`config.mk`:
```
export PLATFORM = sky130hd
export DESIGN_NAME = idct_t_compute
export DESIGN_NICKNAME = d
export VERILOG_FILES = /design/src/rtl/idct_pkg.sv /design/src/rtl/get_c_values.sv /design/src/rtl/idct_t_compute.sv
export SDC_FILE = /design/constraint.sdc
export NUM_CORES = 1
export LEC_CHECK = 0
export CORE_ASPECT_RATIO = 0.75
export CORE_MARGIN = 1.5
export CORE_UTILIZATION = 25
export DETAILED_ROUTE_END_ITERATION = 8
export SYNTH_ARGS = -nofsm -noshare
export SYNTH_HDL_FRONTEND = slang
export SYNTH_SLANG_ARGS = --single-unit
```
`constraint.sdc`:
```
create_clock -name clk -period 26.7 [get_ports clk]
set_input_delay 8.01 -clock clk [delete_from_list [all_inputs] [get_ports clk]]
set_output_delay 8.01 -clock clk [all_outputs]
set_load 0.03 [all_outputs]
```
`src/rtl/idct_pkg.sv`:
```
// idct_pkg: types and constants shared by the IDCT matrix stages.
//   idct_state_t : block-level FSM states (IDLE/RUN/DRAIN/DONE)
//   C_FRAC_BITS  : fractional bits of the Q12 cosine coefficients
//   C_WIDTH      : signed width of one cosine coefficient
//   blk_addr_t   : 6-bit row-major address into an 8x8 block
package idct_pkg;

  typedef enum logic [1:0] {
    IDLE,
    RUN,
    DRAIN,
    DONE
  } idct_state_t;

  localparam int C_FRAC_BITS = 12;
  localparam int C_WIDTH     = 13;

  typedef logic [5:0] blk_addr_t;

endpackage

```
`src/rtl/get_c_values.sv`:
```
// get_c_values: combinational Q12 IDCT cosine lookup.
//   i : sample index (0..7)
//   j : frequency index (0..7)
//   c : signed C(i,j); 1448 (4096/sqrt(8)) for j=0, otherwise
//       2048*cos((2i+1)*j*pi/16) truncated toward zero
module get_c_values
  import idct_pkg::*;
(
  input  logic [2:0]                i,
  input  logic [2:0]                j,
  output logic signed [C_WIDTH-1:0] c
);

  localparam logic [C_WIDTH-1:0] HALF_SCALE = C_WIDTH'(1 << (C_FRAC_BITS - 1));
  localparam logic [C_WIDTH-1:0] DC_VALUE   = 13'd1448;

  // |cos(a*pi/16)| scaled by 2048 for the first quadrant, a = 0..8.
  function automatic logic [C_WIDTH-1:0] cos_mag(input logic [4:0] a);
    case (a)
      5'd0:    cos_mag = HALF_SCALE;
      5'd1:    cos_mag = 13'd2008;
      5'd2:    cos_mag = 13'd1892;
      5'd3:    cos_mag = 13'd1702;
      5'd4:    cos_mag = 13'd1448;
      5'd5:    cos_mag = 13'd1137;
      5'd6:    cos_mag = 13'd783;
      5'd7:    cos_mag = 13'd399;
      default: cos_mag = '0;
    endcase
  endfunction

  logic [4:0]         phase;
  logic [4:0]         fold;
  logic               negate;
  logic [C_WIDTH-1:0] mag;

  // The angle (2i+1)*j*pi/16 only matters modulo 2*pi, i.e. modulo 32 in
  // units of pi/16, so a 5-bit product wraps exactly. The phase is then
  // folded into the first quadrant with the sign tracked separately.
  always_comb begin
    phase  = {1'b0, i, 1'b1} * {2'b00, j};
    fold   = phase;
    negate = 1'b0;
    if (phase < 5'd8) begin
      fold = phase;
    end else if (phase < 5'd16) begin
      fold   = 5'd16 - phase;
      negate = 1'b1;
    end else if (phase < 5'd24) begin
      fold   = phase - 5'd16;
      negate = 1'b1;
    end else begin
      fold = 5'd0 - phase;
    end
    mag = cos_mag(fold);
    if (j == 3'd0) begin
      c = $signed(DC_VALUE);
    end else if (negate) begin
      c = -$signed(mag);
    end else begin
      c = $signed(mag);
    end
  end

endmodule

```
`src/rtl/idct_t_compute.sv`:
```
// idct_t_compute: first IDCT pass, T = S' x C for one 8x8 block.
//   clk, rst : clock, asynchronous active-high reset
//   start    : one-cycle kick, accepted only when idle
//   busy     : high from the cycle after an accepted start through done
//   done     : one-cycle pulse after the last T write
//   s_addr   : S' RAM read address (r*8+k), data returns next cycle
//   s_rdata  : signed S' value for the previous s_addr
//   t_addr   : T RAM write address (r*8+n)
//   t_wdata  : signed T value, accumulated sum >>> SHIFT
//   t_we     : T RAM write enable, one cycle per output
module idct_t_compute
  import idct_pkg::*;
#(
  parameter int SHIFT = 8
) (
  input  logic               clk,
  input  logic               rst,
  input  logic               start,
  output logic               busy,
  output logic               done,
  output logic [5:0]         s_addr,
  input  logic signed [15:0] s_rdata,
  output logic [5:0]         t_addr,
  output logic signed [31:0] t_wdata,
  output logic               t_we
);

  idct_state_t state_q, state_d;
  logic [8:0]  rd_idx;
  logic        drain_q;

  // Read-side info for the idx whose S' value is on s_rdata this cycle.
  logic        v1;
  logic [2:0]  n1;
  logic [2:0]  k1;
  blk_addr_t   m1;

  logic signed [C_WIDTH-1:0] c_val;
  logic signed [31:0]        prod;
  logic signed [31:0]        mac_sum;
  logic signed [31:0]        acc;

  always_ff @(posedge clk or posedge rst) begin
    if (rst) begin
      state_q <= IDLE;
    end else begin
      state_q <= state_d;
    end
  end

  always_comb begin
    state_d = state_q;
    busy    = (state_q != IDLE);
    done    = (state_q == DONE);
    case (state_q)
      IDLE:    if (start) state_d = RUN;
      RUN:     if (rd_idx == 9'd511) state_d = DRAIN;
      DRAIN:   if (drain_q) state_d = DONE;
      DONE:    state_d = IDLE;
      default: state_d = IDLE;
    endcase
  end

  // rd_idx wraps 511 -> 0 on leaving RUN, so it is already zero for the
  // next block and s_addr idles at 0.
  always_ff @(posedge clk or posedge rst) begin
    if (rst) begin
      rd_idx  <= '0;
      drain_q <= 1'b0;
    end else begin
      if (state_q == RUN) begin
        rd_idx <= rd_idx + 9'd1;
      end
      drain_q <= (state_q == DRAIN) ? ~drain_q : 1'b0;
    end
  end

  // Each S' row is re-read once per output column: row from idx[8:6],
  // column k from idx[2:0].
  assign s_addr = {rd_idx[8:6], rd_idx[2:0]};

  always_ff @(posedge clk or posedge rst) begin
    if (rst) begin
      v1 <= 1'b0;
      n1 <= '0;
      k1 <= '0;
      m1 <= '0;
    end else begin
      v1 <= (state_q == RUN);
      n1 <= rd_idx[5:3];
      k1 <= rd_idx[2:0];
      m1 <= rd_idx[8:3];
    end
  end

  get_c_values u_get_c_values (
    .i (n1),
    .j (k1),
    .c (c_val)
  );

  // k=0 loads the accumulator, so outputs need no clear cycle between them.
  assign prod    = 32'(s_rdata) * 32'(c_val);
  assign mac_sum = (k1 == 3'd0) ? prod : acc + prod;

  always_ff @(posedge clk or posedge rst) begin
    if (rst) begin
      acc     <= '0;
      t_we    <= 1'b0;
      t_addr  <= '0;
      t_wdata <= '0;
    end else begin
      t_we <= 1'b0;
      if (v1) begin
        acc <= mac_sum;
        if (k1 == 3'd7) begin
          t_we    <= 1'b1;
          t_addr  <= m1;
          t_wdata <= mac_sum >>> SHIFT;
        end
      end
    end
  end

endmodule

```
# Word-level counts from Yosys, hierarchy flattened
# Memories as Yosys holds them, arrays and structs flattened.
# Index checks and enable logic that the tools add are counted.
# word_totals
out_inout_bits,47
rom_bits,96
input_bits,19
reg_bits,88
n_memories,1
# memory_table
memory,words,width,read_ports,rd_ports_with_merged_regs,write_ports,line,source
(name not given),8,12,1,0,0,get_c_values.sv:19,case (a)
# op_classes
n_reduce_logical,6
n_lt_le_gt_ge,3
n_bitwise,1
addsub,6
multipliers,2
eq_ne,8
muxes,17
# ops
operator,n
13-bit 2-to-1 mux,3
32-bit by 29-bit adder with 32-bit output,1
32-bit 2-to-1 mux,1
16-bit by 13-bit multiplier with 29-bit output,1
5-bit 2-to-1 mux,3
13-bit negator,1
"5-bit less-than comparator, second input constant",2
"9-bit by 1-bit adder with 9-bit output, second input constant",1
"9-bit equality test, second input constant",1
2-bit case mux with 4 select lines,1
1-bit 2-to-1 mux,6
2-bit 2-to-1 mux,3
"2-bit != test, second input constant",3
"5-bit by 4-bit less-than comparator with 1-bit output, second input constant",1
4-bit by 3-bit multiplier with 5-bit output,1
"1-bit by 5-bit subtractor with 5-bit output, first input constant",1
"5-bit subtractor, first input constant",1
"5-bit subtractor, second input constant",1
"2-bit equality test, second input constant",2
2-bit zero test,2
"3-bit equality test, second input constant",1
3-bit zero test,1
3-bit AND reduction,1
"2-bit by 1-bit equality test with 1-bit output, second input constant",1
other kinds (3),3

# Logic depth before layout (Yosys ltp)
# Gate-level depths: netlist (run 1).
# logic_depth
word_depth,13
mapped_depth,57

# By module
# From an unflattened synthesis (run 1), not the netlist that was laid out.
# unflattened
hier_cells,1524
hier_area_um2,13560.5
# modules_own_cells
module,seq_area_each_um2,instances,area_per_inst_um2,cells_each
idct_t_compute,2127.0,1,12605.8,1387
get_c_values,0.0,1,954.7,137

# Worst setup path after synthesis (run 1)
# OpenSTA, ideal clock, no wires.
# synth_timing
path_kind,input-to-reg
start,input port s_rdata[2]
end,register t_wdata[23] (netlist name)
stages,30
n_path_buf,1
arrival_ns,15.439
slack_ns,11.126
path_cell_list,clkbuf_1 -> o21ai_0 -> fa_1 -> fa_1 -> inv_1 -> fa_1 -> fa_1 -> fa_1 -> inv_1 -> fa_1 -> inv_1 -> ha_1 -> a21o_1 -> a31o_2 -> a221o_1 -> a31oi_1 -> a21oi_1 -> o41ai_1 -> o21bai_1 -> xor2_1 -> ha_1 -> nand2_1 -> o21ai_0 -> a41oi_1 -> nor2_1 -> nand2_1 -> o21ai_0 -> xnor2_1 -> xnor2_1 -> o21ai_0
# synth_between
elab_chain_len,3
# synth_rtl
item,line,source
"start, declared",idct_t_compute.sv:22,"input logic signed [15:0] s_rdata,"
16-bit by 13-bit multiplier with 29-bit output (*),idct_t_compute.sv:103,assign prod = 32'(s_rdata) * 32'(c_val);
32-bit by 29-bit adder with 32-bit output,idct_t_compute.sv:104,assign mac_sum = (k1 == 3'd0) ? prod : acc + prod;
32-bit 2-to-1 mux (*),idct_t_compute.sv:104,
# Mark *: on every way between the ends. The rest lies on a longest branch, timed or not.
# A chain may end at the register's enable or synchronous reset.

# Worst setup path after layout (run 1)
# layout_timing
start,input port s_rdata[0]
end,register acc[31]
# layout_between
elab_chain_len,3
# layout_rtl
item,line,source
16-bit by 13-bit multiplier with 29-bit output (*),idct_t_compute.sv:103,
32-bit by 29-bit adder with 32-bit output,idct_t_compute.sv:104,
32-bit 2-to-1 mux (*),idct_t_compute.sv:104,
"end signal, assigned",idct_t_compute.sv:115,acc <= mac_sum;
"end, declared",idct_t_compute.sv:41,logic signed [31:0] acc;
# Marked as above.

==> key figures, run 1 <==
Detailed routing
  – DRC: 0
  – Routed vias/inst: roughly 4.6
  – Final wirelength: ~32000 µm
  – Wire per inst: approximately 15 µm
  – Via count: about 10000
  – DR pass1 iterations: 5
  – Detailed router's first-iteration violation count: 723
  – ANT nets after route: 0

Yosys
  – Syn Area/Cell: around 8.9 µm²
  – Mapped Cells: 1506
  – Mapped cell area: around 13000 µm²
  – Post-synthesis sequential area ratio: around 16%
  – Syn. warnings: 0
  – Synthesized flop and latch total: between 80 and 90
  – Net Count, Synth: about 1800
  – EDFF count, synth: 0
  – Cell variety after synth: 62
  – Asr flop ratio synth: 100.0%
  – Main synth FF type: dfrtp_1

Worst setup path
  – Critical-path top delay cell: clkdlybuf4s50_1
  – R2r setup slk: approximately 12 ns
  – Critical Path RT: 26.90 ns
  – Worst Path Buf+Inv: 4
  – Arr. time, crit path: between 15 and 20 ns
  – Worst Reg2Reg Path Length in Cells: 49
  – RR Startpoint: k1[0]$_DFF_PP0_
  – RR Endpoint: acc[31]$_DFFE_PP0P_
  – Top cell by count, worst path: fa_1
  – Cell family with most CP delay: adder cells
  – Largest stage delay, worst path: approximately 0.62 ns
  – Crit end category: register
  – Levels on crit path: 30
  – Critical path class: input pin to register
  – CP Launch Type: input pin
  – Max Fanout on Critical Path: 13

Hold path
  – Hold path cells: 1
  – Hold Path End: drain_q$_DFF_PP0_
  – Worst hold path class: register to register
  – Worst Hold Launch: drain_q$_DFF_PP0_

Cells and area
  – Share of layout cells above drive strength 1: ~4%
  – Core Util, Final: between 20 and 30%
  – Area grow syn2layout: 12.02%
  – Nets: around 1900

Die
  – # rows: 73
  – Die height: between 200 and 250 µm
  – Full die area: 54800 µm²
  – Die W: approximately 270 µm
  – Ports: 66
  – Initial Util: 25.24%
  – Core ar.: between 50000 and 60000 µm²

STA
  – Setup TNS: 0 ns
  – Fmax: between 50 and 60 MHz
  – # setup viols final: 0
  – Slew headroom: roughly 16%
  – Slew at the pin with the worst max-slew slack: between 1 and 1.5 ns
  – Final worst path period share: a little over three fifths
  – Hold Vio Cnt, Final: 0
  – Unrepaired setup endpoints after global routing: false
  – Clk_skew: a little under 0.009 ns
  – Tmin final: between 15 and 20 ns
  – Final Max Tran Viols: 0

CTS
  – Post-CTS setup buffers: 0
  – Post-CTS Hold Buffers: 0
  – Cts bufs inserted: 9
  – Clock transition at path regs: about 0.070 ns
  – Worst-Skew Late Latency: approximately 0.36 ns
  – H-tree depth: 3
  – Resized Gates After CTS: 0
  – Clk sinks: 85
  – TritonCTS clock tree: yes
  – Root buffer cell: clkbuf_16
  – Max Buffers Root-to-Sink: 2

GRT
  – Busiest layer in global routing: met2
  – First-pass GRT wire length: around 55000 µm
  – M2 GR Usage: 19.37%
  – Initial antenna violation count: 1
  – GRT Total Usage: between 10% and 20%
  – Vias in the first global route: between 10000 and 15000
  – GR Layer Usage met3: just under 2%
  – Largest net degree at the start of global routing: 74
  – Overflow after GRT: 0
  – Met1 global-route usage: between 15 and 20%

Job
  – Number of max-cap violations: 0

Placement
  – HPWL after DPL: about 26000 µm
  – RD Place Congestion: approximately 0.86
  – PortBufs: 65

Status
  – Status: finished clean
==> per-layer routing <==
| metal | up-vias | wire length, µm | part of all wire (%) |
|---|---|---|---|
| met5 | - | 0 | 0 |
| met4 | 0 | 177 | 0.55 |
| met3 | 16 | 1473 | 4.5 |
| met2 | 202 | 14740 | 46 |
| met1 | 5144 | 15990 | 49 |
| li1 | 4871 | - | - |
==> sequential cells by signal, summed over array words and instances, names as in the netlist <==
| register | count |
|---|---|
| acc | 32 |
| t_wdata | 24 |
| rd_idx | 9 |
| m1 | 6 |
| t_addr | 6 |
| k1 | 3 |
| state_q | 2 |
| drain_q | 1 |
| t_we | 1 |
| v1 | 1 |
==> cells in the mapped netlist, drive strengths merged, types with 8 or more instances <==
library cell / n / area [µm²]
and2: 57 / 356.6
mux2: 8 / 90.09
clkbuf: 50 / 187.7
a31oi: 15 / 93.84
buf: 31 / 191.4
xnor2: 51 / 446.7
inv: 213 / 799.5
ha: 118 / 1476
nand2: 180 / 675.7
dfrtp: 85 / 2127
o21ai: 66 / 330.3
a21o: 26 / 195.2
nor3: 10 / 50.05
and3: 13 / 81.33
nor2: 103 / 391.6
xor2: 25 / 226.5
a211oi: 9 / 80.08
a21oi: 89 / 449.2
nand4: 8 / 50.05
nand3: 48 / 240.2
nor2b: 20 / 125.1
fa: 199 / 3984
==> through the flow <==
stage / instances / area (µm²) / hold slack [ns] / worst slack (ns)
2_1_floorplan: 1506 / 13350 / 0.3889 / 11.13
3_3_place_gp: 2216 / 14640 / 0.4061 / 9.813
3_5_place_dp: 2216 / 14640 / 0.3994 / 9.652
4_1_cts: 2232 / 14950 / 0.4201 / 9.983
5_1_grt: 2233 / 14950 / 0.4535 / 9.357
6_report: 2233 / 14950 / 0.4214 / 9.945
==> placed cells by master (no fill, tap or decap), types with 4 or more instances in the layout <==
| cell type | n |
|---|---|
| nand4_1 | 8 |
| ha_1 | 118 |
| or3_1 | 7 |
| nor2b_1 | 20 |
| buf_4 | 14 |
| xor2_1 | 24 |
| and3_1 | 13 |
| o211ai_1 | 6 |
| o31ai_1 | 5 |
| nor3_1 | 9 |
| nand3_1 | 48 |
| o21ai_0 | 65 |
| xnor2_1 | 51 |
| a211oi_1 | 8 |
| nor2_1 | 101 |
| mux2i_1 | 5 |
| inv_6 | 5 |
| a21oi_1 | 87 |
| a221o_1 | 4 |
| dfrtp_1 | 84 |
| a31oi_1 | 15 |
| or2_2 | 4 |
| o21a_1 | 7 |
| mux2_2 | 8 |
| nand2_1 | 179 |
| a21o_1 | 26 |
| and2_1 | 57 |
| clkbuf_16 | 9 |
| a211o_1 | 4 |
| clkdlybuf4s50_1 | 65 |
| o21bai_1 | 7 |
| inv_1 | 210 |
| fa_1 | 199 |
==> worst max path at each step <==
stage	to	from	slack, ns
floorplan	t_wdata[23]$_DFFE_PP0P_	s_rdata[2]	11.13
global placement	acc[31]$_DFFE_PP0P_	s_rdata[0]	9.81
detailed placement	acc[31]$_DFFE_PP0P_	s_rdata[0]	9.65
CTS	acc[31]$_DFFE_PP0P_	s_rdata[0]	9.98
global route	acc[31]$_DFFE_PP0P_	s_rdata[0]	9.36
finish	acc[31]$_DFFE_PP0P_	s_rdata[0]	9.95
==> worst register-to-register path: cells and delay by family (launching register included) <==
family,cells,cell delay [ns]
XOR/XNOR,5,1.71
adder cells (fa/ha/maj),13,5.13
AO/OA/AOI/OAI,14,3.85
flip-flops,1,0.75
buffers and inverters,7,0.51
AND/OR/NAND/NOR,10,2.16
==> final cells by class <==
cell class / count / area (µm²)
clock buffers: 10 / 239.0
well taps: 712 / 890.9
repair buffers: 79 / 755.7
flip-flops and latches: 85 / 2128
clock inverters: 6 / 73.82
diodes: 1 / 2.502
inverters: 213 / 800.8
fillers: 5603 / 37930
multi-input cells: 1127 / 10060
==> logic make-up (layout without fill, tap and decap cells) <==
logic type | after synthesis | count (layout) | share of synthesized area [%]
AO/OA/AOI/OAI | 263 | 263 | 12.38
XOR/XNOR | 77 | 77 | 5.231
buffers and inverters | 294 | 308 | 8.830
AND/OR/NAND/NOR | 457 | 457 | 15.66
other | 0 | 1 | 0
adder cells (fa/ha/maj) | 317 | 317 | 40.91
flip-flops | 85 | 85 | 15.94
multiplexers | 13 | 13 | 1.050
Power of run 1 is left out: the tool's default activity adds up to more than one toggle a clock period on the data nets, which glitch-free logic cannot reach.
==> inputs of run 2 (changes only) <==
Clock period 26.7 ns to 13.8 ns, I/O delays scaled along.
==> run 2 against run 1 <==
Against the previous run: wire length increased by 1.2%; non-clock buffer count is 12 higher; global-route usage grew 0.16 points; count of clock-buffer cells in the layout down 1; register-to-register slack got worse by 12 ns; worst setup slack lost 9.1 ns; critical path type is now register to register.
==> key figures, run 2 (synthesis results as in run 1) <==
Worst setup path
  – Top cell by count, worst path: fa_1
  – Critical Path RT: 14.02 ns (-12.88 ns)
  – Max Fanout on Critical Path: 16 (+3)
  – Critical path class: register to register
  – RR Startpoint: k1[1]$_DFF_PP0_
  – Worst Path Buf+Inv: 9 (+5)
  – R2r setup slk: 0.87 ns (-11.58 ns)
  – Largest stage delay, worst path: 0.56 ns (-0.06 ns)
  – Arr. time, crit path: 13.15 ns (-3.81 ns)
  – Critical-path top delay cell: fa_1
  – Crit end category: register
  – CP Launch Type: register
  – RR Endpoint: acc[31]$_DFFE_PP0P_
  – Cell family with most CP delay: adder cells
  – Worst Reg2Reg Path Length in Cells: 51 (+4.1%)

CTS
  – Resized Gates After CTS: 0 (unchanged)
  – H-tree depth: 3 (unchanged)
  – TritonCTS clock tree: yes
  – Clock transition at path regs: 0.07 ns (about the same)
  – Clk sinks: 85 (unchanged)
  – Worst-Skew Late Latency: 0.37 ns (about the same)
  – Root buffer cell: clkbuf_16
  – Post-CTS Hold Buffers: 0 (unchanged)
  – Cts bufs inserted: 9 (unchanged)
  – Max Buffers Root-to-Sink: 2 (unchanged)
  – Post-CTS setup buffers: 0 (unchanged)

Die
  – Full die area: 54800 µm² (unchanged)
  – Ports: 66 (unchanged)
  – Die height: 203.1 µm (unchanged)
  – # rows: 73 (unchanged)
  – Core ar.: 52880 µm² (unchanged)
  – Initial Util: 25.24% (unchanged)
  – Die W: 269.8 µm (unchanged)

Detailed routing
  – Routed vias/inst: 4.597 (+0.31%)
  – ANT nets after route: 0 (unchanged)
  – Via count: 10320 (+0.85%)
  – Detailed router's first-iteration violation count: 674 (-6.8%)
  – Final wirelength: 32780 µm (+1.2%)
  – DRC: 0 (unchanged)
  – Wire per inst: 14.60 µm (+0.70%)
  – DR pass1 iterations: 5 (unchanged)

GRT
  – GRT Total Usage: 12.47% (+0.16 points)
  – Initial antenna violation count: 0 (-1)
  – Largest net degree at the start of global routing: 67 (-9.5%)
  – Overflow after GRT: 0 (unchanged)
  – Vias in the first global route: 10590 (+2.1%)
  – First-pass GRT wire length: 55550 µm (+1.0%)

Hold path
  – Worst Hold Launch: drain_q$_DFF_PP0_
  – Worst hold path class: register to register
  – Hold path cells: 1 (unchanged)
  – Hold Path End: drain_q$_DFF_PP0_

Placement
  – RD Place Congestion: 0.9097 (+5.3%)
  – HPWL after DPL: 26660 µm (+2.3%)
  – PortBufs: 65 (unchanged)
  – Placed insts: 2228 (+0.54%)

Cells and area
  – Largest regs: acc x32, t_wdata x24, rd_idx x9
  – Share of layout cells above drive strength 1: 4.896% (+0.88 points)
  – Final std cells w/o fill: 2245 (+0.54%)
  – Max FFs per register: 32 (unchanged)
  – Nets: 1863 (+0.65%)
  – Most common cell after layout, fill and taps aside: inv_1
  – Commonest non-fill, non-tap cells in the layout: inv_1, fa_1, nand2_1, ha_1, nor2_1
  – Most flop-heavy register: acc
  – Area grow syn2layout: 12.75%

STA
  – Tmin final: between 10 and 15 ns
  – # setup viols final: 0 (unchanged)
  – Slew at the pin with the worst max-slew slack: 1.030 ns (-0.2258 ns)
  – Slew headroom: 31.21% (+15 points)
  – Final worst path period share: between 90% and 100%
  – Fmax: 77.36 MHz
  – Final Max Tran Viols: 0 (unchanged)
  – Unrepaired setup endpoints after global routing: false
  – Hold Vio Cnt, Final: 0 (unchanged)
  – Clk_skew: 0.01098 ns (+0.002151 ns)
  – Setup TNS: 0 ns (unchanged)

Status
  – Status: finished clean

Job
  – Number of max-cap violations: 0 (unchanged)
run 2: cell count changes in the layout (fill, tap and decap cells not counted), sizes merged:
cell and change:
clkinv +3, buf +12, clkbuf -1, inv -2
run 2: worst max-delay path by stage:
stage / slack [ns] / start / end / cells past startpoint
2_1_floorplan: 1.14 / k1[0]$_DFF_PP0_ / t_wdata[23]$_DFFE_PP0P_ / 52
3_3_place_gp: 0.99 / s_rdata[3] / t_wdata[23]$_DFFE_PP0P_ / 31
3_5_place_dp: 0.61 / k1[2]$_DFF_PP0_ / acc[31]$_DFFE_PP0P_ / 52
4_1_cts: 0.58 / k1[2]$_DFF_PP0_ / acc[31]$_DFFE_PP0P_ / 52
5_1_grt: 0.04 / k1[1]$_DFF_PP0_ / acc[31]$_DFFE_PP0P_ / 53
6_report: 0.87 / k1[1]$_DFF_PP0_ / acc[31]$_DFFE_PP0P_ / 51
run 2: metrics by stage:
step	cell area (µm²)	hold WS (ns)	setup slack [ns]	utilization (%)
3_3_place_gp	14720	0.4057	0.9865	27.84
3_5_place_dp	14720	0.4034	0.6142	27.84
4_1_cts	15030	0.4232	0.5824	28.42
2_1_floorplan	13350	0.3889	1.144	-
5_1_grt	15050	0.4333	0.03716	28.45
6_report	15050	0.4213	0.8737	28.46
run 2: per-layer routing:
layer  vias to the layer above  global-route usage, %  wire length [µm]  part of all wire (%)
met5                         -                      0                 0                     0
met4                         0                  2.127               278                  0.85
met3                        21                  1.845              1490                   4.5
met2                       234                  19.03             14520                    44
met1                      5185                  18.73             16490                    50
li1                       4880                      -                 -                     -
run 2: cell type report:
type | instances | area, µm²
Tap cell | 712 | 890.9
Fill cell | 5607 | 37840
Clock inverter | 7 | 81.33
Sequential cell | 85 | 2128
Timing Repair Buffer | 91 | 845.8
Antenna cell | 1 | 2.502
Multi-Input combinational cell | 1127 | 10070
Inverter | 213 | 800.8
Clock buffer | 9 | 225.2
Power of run 2 is left out for the same reason.
